==> config.mk <==
export PLATFORM = sky130hd
export DESIGN_NAME = instruction_fetch
export DESIGN_NICKNAME = d
export VERILOG_FILES = /design/src/rtl/cpu_pkg.sv /design/src/rtl/instruction_fetch.sv
export SDC_FILE = /design/constraint.sdc
export NUM_CORES = 1
export LEC_CHECK = 0
export ABC_AREA = 1
export BUFFER_PORTS_ARGS = -buffer_cell sky130_fd_sc_hd__clkbuf_2
export CAP_MARGIN = 20
export CORE_AREA = 4 4 117 91
export DETAILED_ROUTE_END_ITERATION = 6
export DIE_AREA = 0 0 121 95
export GPL_ROUTABILITY_DRIVEN = 1
export PLACE_DENSITY = 0.74
export SETUP_SLACK_MARGIN = 0.5
export SLEW_MARGIN = 20
export SYNTH_ARGS = -nofsm -noshare
export SYNTH_HDL_FRONTEND = slang
export SYNTH_SLANG_ARGS = --single-unit
==> constraint.sdc <==
create_clock -name clk -period 1.5 [get_ports clk]
set_input_delay 0.075 -clock clk [delete_from_list [all_inputs] [get_ports clk]]
set_output_delay 0.075 -clock clk [all_outputs]
set_load 0.01 [all_outputs]
==> src/rtl/cpu_pkg.sv <==
// Shared CPU definitions: datapath width defaults and the fetch FSM state type.
package cpu_pkg;

    localparam int DEF_ADDR_WIDTH = 12;
    localparam int DEF_WIDTH      = 32;

    typedef enum logic [1:0] {
        FETCH_BOOT = 2'd0,
        FETCH_RUN  = 2'd1,
        FETCH_HALT = 2'd2
    } fetch_state_t;

endpackage

==> src/rtl/instruction_fetch.sv <==
// Instruction fetch stage: issues word addresses to a synchronous program
// memory (one-cycle read latency) and registers the returned word into IF/ID.
//
// state | meaning
// BOOT  | first cycle after reset, RESET_PC is being issued
// RUN   | streaming one word per cycle, stall re-issues the in-flight address
// HALT  | no new fetches; only a redirect restarts the stream
module instruction_fetch
    import cpu_pkg::*;
#(
    parameter int                    ADDR_WIDTH = DEF_ADDR_WIDTH,
    parameter int                    WIDTH      = DEF_WIDTH,
    parameter logic [ADDR_WIDTH-1:0] RESET_PC   = '0
) (
    input  logic                  clk,
    input  logic                  rst_n,
    input  logic                  stall_i,
    input  logic                  redirect_i,
    input  logic [ADDR_WIDTH-1:0] redirect_pc_i,
    input  logic                  halt_i,
    output logic [ADDR_WIDTH-1:0] pm_addr_o,
    input  logic [WIDTH-1:0]      pm_instr_i,
    output logic                  if_id_valid_o,
    output logic [ADDR_WIDTH-1:0] if_id_pc_o,
    output logic [WIDTH-1:0]      if_id_instr_o
);

    localparam logic [ADDR_WIDTH-1:0] PC_ONE = ADDR_WIDTH'(1);

    fetch_state_t          state;
    fetch_state_t          state_next;
    logic [ADDR_WIDTH-1:0] pc_q;
    logic [ADDR_WIDTH-1:0] pc_d;
    logic                  resp_valid;

    // Address mux: a redirect must reach memory this cycle; a stall re-reads
    // the in-flight word so pm_instr_i still holds it when the stall lifts.
    always_comb begin
        pm_addr_o = pc_q;
        if (redirect_i) begin
            pm_addr_o = redirect_pc_i;
        end else if (stall_i) begin
            pm_addr_o = pc_d;
        end
    end

    // FSM state register.
    always_ff @(posedge clk or negedge rst_n) begin
        if (!rst_n) begin
            state <= FETCH_BOOT;
        end else begin
            state <= state_next;
        end
    end

    // Next-state logic; redirect overrides everything and resumes streaming.
    always_comb begin
        state_next = state;
        case (state)
            FETCH_BOOT: state_next = FETCH_RUN;
            FETCH_RUN:  if (halt_i) state_next = FETCH_HALT;
            FETCH_HALT: state_next = FETCH_HALT;
            default:    state_next = FETCH_BOOT;
        endcase
        if (redirect_i) begin
            state_next = FETCH_RUN;
        end
    end

    // PC pipeline and IF/ID register.
    always_ff @(posedge clk or negedge rst_n) begin
        if (!rst_n) begin
            pc_q          <= RESET_PC;
            pc_d          <= RESET_PC;
            resp_valid    <= 1'b0;
            if_id_valid_o <= 1'b0;
            if_id_pc_o    <= '0;
            if_id_instr_o <= '0;
        end else if (redirect_i) begin
            // The word arriving now is wrong-path; squash it.
            pc_d          <= redirect_pc_i;
            pc_q          <= redirect_pc_i + PC_ONE;
            resp_valid    <= 1'b1;
            if_id_valid_o <= 1'b0;
        end else begin
            case (state)
                FETCH_BOOT: begin
                    pc_d       <= RESET_PC;
                    pc_q       <= RESET_PC + PC_ONE;
                    resp_valid <= 1'b1;
                end
                FETCH_RUN: begin
                    if (!stall_i) begin
                        if_id_valid_o <= resp_valid;
                        if_id_pc_o    <= pc_d;
                        if_id_instr_o <= pm_instr_i;
                        if (halt_i) begin
                            resp_valid <= 1'b0;
                        end else begin
                            pc_d       <= pc_q;
                            pc_q       <= pc_q + PC_ONE;
                            resp_valid <= 1'b1;
                        end
                    end
                end
                FETCH_HALT: begin
                    // A word held by a stall that coincided with halt still
                    // has resp_valid set and is delivered here exactly once.
                    if (!stall_i) begin
                        if_id_valid_o <= resp_valid;
                        if_id_pc_o    <= pc_d;
                        if_id_instr_o <= pm_instr_i;
                        resp_valid    <= 1'b0;
                    end
                end
                default: begin
                    resp_valid <= 1'b0;
                end
            endcase
        end
    end

endmodule

After elaboration in Yosys (flattened, before gate mapping) --
Cells that the tools add are included.
Storage, ports and cells: logic and storage cells 47, flip-flop bits (word level) 72, memory bits (read-only) 0, latch bits 0, memory bits (writable) 0, memories kept 0
Operators by class: magnitude comparators 0, equal/unequal tests 7, shifts and indexed selects 0, $add $sub $neg 2, multiply operators 0, reduce and logical (&&, ||, !) cells 8, bitwise gates (word level) 2, divide/modulo/power cells 0, muxes and demuxes 21
Operators by type and width (number):
- $mux 12 | 8
- $pmux 12 s2 | 2
- $add 12x1->12 const B | 2
- $ne 3x3->1 const B | 4
- $mux 1 | 7
- $pmux 2 s3 | 1
- $reduce_and 3->1 | 2
- $mux 2 | 2
- $reduce_and 2->1 | 2
- $pmux 1 s3 | 1
- $reduce_bool 3->1 | 1
- $eq 2x1->1 const B | 1
- $eq 2x2->1 const B | 1
- $logic_not 2->1 | 1
- $ne 2x1->1 const B | 1
- $not 1->1 | 2
- $reduce_bool 2->1 | 1
- $reduce_or 2->1 | 1

Longest topological paths before layout --
depth after elaboration 5, depth in mapped cells 11, gate-level depth less buffers 10

Worst setup path after synthesis --
No wires, ideal clock.
kind reg2reg, from register state[1], to register if_id_instr_o[10], path buffers 1, cell stages (with the launch flop) 6, setup slack 18 ps, clock period less this slack 1482 ps, required time 1375 ps, arrival time 1357 ps, setup time 125 ps, cell sequence dfrtp_1 inv_1 ha_1 nand2_4 buf_6 mux2_4
Between the ends: longest elaborated chain between the ends 3, elaborated cells on any way between the ends 4
Ends and longest elaborated chain:
- from (decl) | line instruction_fetch.sv:30 | fetch_state_t state;
- from (signal assigned) | line instruction_fetch.sv:52 | state <= state_next;
- $eq 2x1->1 / $eq 2x2->1 (equally long branches) | line instruction_fetch.sv:86 | case (state)
- $reduce_or 2->1 (no source line) *
- $reduce_and 3->1 (no source line) *
- to (signal assigned) | line instruction_fetch.sv:96 | if_id_instr_o <= pm_instr_i;
- to (signal assigned) | line instruction_fetch.sv:112 | if_id_instr_o <= pm_instr_i;
- to (decl) | line instruction_fetch.sv:25 | output logic [WIDTH-1:0] if_id_instr_o
Every way passes the cells marked *; elsewhere a longest branch is shown, timed or not. A chain may end at the register's enable or synchronous reset.

Worst setup path in the final report --
from register state[1], to register pc_d[5]
Between the ends: longest elaborated chain between the ends 3, elaborated cells on any way between the ends 8
Ends and longest elaborated chain:
- $eq 2x1->1 / $logic_not 2->1 (equally long branches) | line instruction_fetch.sv:86
- $ne 3x3->1 (no source line), or another cell as far along
- $reduce_and 3->1 (no source line) / $mux 12 (equally long branches)
- to (signal assigned) | line instruction_fetch.sv:81 | pc_d <= redirect_pc_i;
- to (signal assigned) | line instruction_fetch.sv:100 | pc_d <= pc_q;
- to (decl) | line instruction_fetch.sv:33 | logic [ADDR_WIDTH-1:0] pc_d;
Parallel ways exist; a longest one is shown, timed or not.

==> results.json <==
{
  "outcome": "complete, but fails checks",
  "violations": "setup timing",
  "cts_max_level": 3,
  "root_buffer": "clkbuf_16",
  "seqCellArea_sq_um": 1800,
  "fin_crit_ns": 1.52,
  "drt-wirelength-per-cell_microns": 16.9,
  "syn-instance-count": 404,
  "grt_pass1_wl_mm": 18.5,
  "worstMarginPinSlew_ns": 0.522,
  "tritoncts": "built",
  "viasPerCell": 5.13,
  "drc": 0,
  "p_leak_nw": 2.99,
  "ys_seq_elements": 72,
  "end_kind": "register",
  "io_buffers": 105,
  "grt_max_degree": 73,
  "netlist_top_cells_count": "84 x nand2_1, 72 x dfrtp_1, 39 x inv_1, 39 x nor2_1, 33 x o21ai_0",
  "grt_usage_pct": 20.8,
  "place_area_sq_um": 4620,
  "globalplace.congestion": 0.959,
  "hp-class": "in2reg",
  "initial_core_util_pct": 39.5,
  "synth.distinct_cells": 34,
  "synth-edff-count": 0,
  "cp_top_family": "flip-flops",
  "syn_avg_cell_area_sq_um": 9.28,
  "routed_wl_mm": 12.4,
  "core_sq_um": 9500,
  "syn2layout_area_growth_pct": 59.4,
  "numPlacedInstances": 650,
  "fin_worst_hold_slack_ns": 0.0953,
  "cts_buffers": 9,
  "maxClockFrequency_mhz": 657,
  "drt_iter0_drc": 341,
  "yosys.area.top_type": "dfrtp_1",
  "final-hold-violation-count": 0,
  "synth_top_cell_area_share_pct": 48.0,
  "synth_most_common_cell": "nand2_1",
  "dp_hpwl_mm": 7.59,
  "vdd_ir_drop_max_v": 0.000690,
  "min_period_over_period_pct": 101,
  "io_pins": 106,
  "worstPathMaxFanout": 13,
  "max_slew_margin_pct": 65.1,
  "critPathMaxStageDelay_ns": 0.40,
  "p_per_area_nw_per_um2": 1840,
  "final_cells": 734,
  "crit_buf_inv": 4,
  "yosys_warnings": 0,
  "clk_latency_ns": 0.33,
  "yosys-top-cells-area": "dfrtp_1 48%, mux2_4 11%, nand2_1 8.4%",
  "synth_flop_cell": "dfrtp_1",
  "ctsLongestPathBuffers": 2,
  "setup_tns_ns": -0.0727,
  "maxSlewViolCount": 0,
  "critical_path_required_ns": 1.71,
  "grt.overflow.total": 0,
  "dieArea_sq_um": 11500,
  "grt_setup_unrepaired": "yes",
  "crit_chain": "inv_2, ha_4, inv_4, nor2_8, o21ai_4, nand2_4, inv_8, buf_4, nand2_1, o21ai_1",
  "multiInputGateArea_sq_um": 2000,
  "synthArstFlopShare_pct": 100,
  "rows": 31,
  "setup_violations": 7,
  "slowest_stage": "dfrtp_1",
  "drv_cap": 0,
  "die_y_microns": 95,
  "antenna_found_initial": 0,
  "antenna_cells": 0,
  "cp.arrival_ns": 1.73,
  "syn_area_sq_um": 3750,
  "nets": 651,
  "synth.net_count": 458,
  "grt_pass1_vias": 3651,
  "fill_cells": 712,
  "worst_slack_ns": -0.0224,
  "path_clk_slew_ns": 0.06,
  "ys_seq_area_share_pct": 48.0,
  "fp.dieW_microns": 121,
  "firstDrtPassIters": 6,
  "worstSetupPathType": "reg2reg",
  "cts_sinks": 72,
  "drtAntennaViolNets": 0,
  "start_kind": "register",
  "vias": 3768,
  "fin_area_sq_um": 5980,
  "drive_gt1_share_pct": 48.7,
  "final.setup_skew_ns": 0.00483
}
[metrics by stage]
step / power, W / setup slack (ns) / utilization [%]
after global routing: 0.0116 / -0.106 / 62.9
after detailed placement: 0.00728 / 0.0140 / 48.6
after CTS: 0.0102 / 0.0194 / 59.0
after floorplan: 0.00581 / 0.102 / -
after global placement: 0.00718 / 0.0459 / 48.6
final: 0.0110 / -0.0224 / 62.9
[registers in the layout (all words and copies together) (netlist names)]
signal,cells
pc_q,12
if_id_pc_o,12
if_id_valid_o,1
if_id_instr_o,32
resp_valid,1
pc_d,12
state,2
[cells in the final DEF (no fill, tap or decap), types with 8 or more instances in the layout]
cell	instances
clkbuf_2	92
nand2_1	73
dfrtp_1	71
buf_4	39
mux2_4	33
dlygate4sd3_1	33
nor2_1	31
o21ai_0	22
inv_1	20
nand3_1	20
inv_2	17
o21ai_1	14
clkbuf_16	12
buf_2	11
o221ai_2	10
nand2_2	9
buf_12	9
a21oi_1	8
buf_6	8
[final timing paths]
kind | start | end | slack, ns | cells past startpoint
worst max-delay path | state[1] | pc_d[5] | -0.02 | 10
worst min-delay path | redirect_pc_i[9] | pc_d[9] | 0.1 | 3
worst max register to register | state[1] | pc_d[5] | -0.02 | 10
worst min register to register | if_id_pc_o[11] | if_id_pc_o[11] | 0.49 | 2
max in group asynchronous | rst_n | if_id_instr_o[26] | 0.86 | 3
min in group asynchronous | rst_n | if_id_instr_o[13] | 0.32 | 3
[where the power goes]
part / switching, W / leakage (nW) / internal [W]
sequential: 0.000632 / 0.878 / 0.00285
combinational: 0.00264 / 1.97 / 0.00276
clock: 0.000825 / 0.139 / 0.00129
total: 0.00410 / 2.99 / 0.00690
[tightest hold or removal path: stages]
cell and delay [ns]:
clkbuf_2 0.12, a21oi_1 0.07, o21ai_1 0.11
[metal layers]
metal / up-vias / global-route usage [%] / wire [microns]
li1: 1753 / - / -
met1: 1765 / 27.8 / 5360
met2: 209 / 33.3 / 5570
met3: 41 / 5.45 / 1180
met4: 0 / 6.32 / 301
met5: - / 0 / 0
[cell families (layout without fill, tap and decap cells)]
kind of cell | Yosys count | count (layout) | synth area share (%)
compound gates | 76 | 76 | 12.0
xor+xnor | 1 | 1 | 0.234
fa+ha+maj | 5 | 5 | 1.67
buf+inv | 58 | 256 | 7.10
flops | 72 | 72 | 48.0
mux | 33 | 33 | 12.7
simple gates | 159 | 159 | 18.3
[timing repair]
action	4_1_cts	5_1_grt
pin swaps	16	9
hold buffers	33	0
resized for setup	44	76
setup buffers	23	8
setup endpoints to repair	84	84
cloned	1	3
endpoints found under the hold margin	104	0
[cell type report]
type | count | share of cell area (%)
Multi-Input combinational cell | 274 | 33.5
Sequential cell | 72 | 30.2
Tap cell | 132 | 2.76
Timing Repair Buffer | 197 | 25.5
Inverter | 43 | 3.06
Clock buffer | 10 | 3.83
Clock inverter | 6 | 1.13
(Power assumes the default switching activity.)
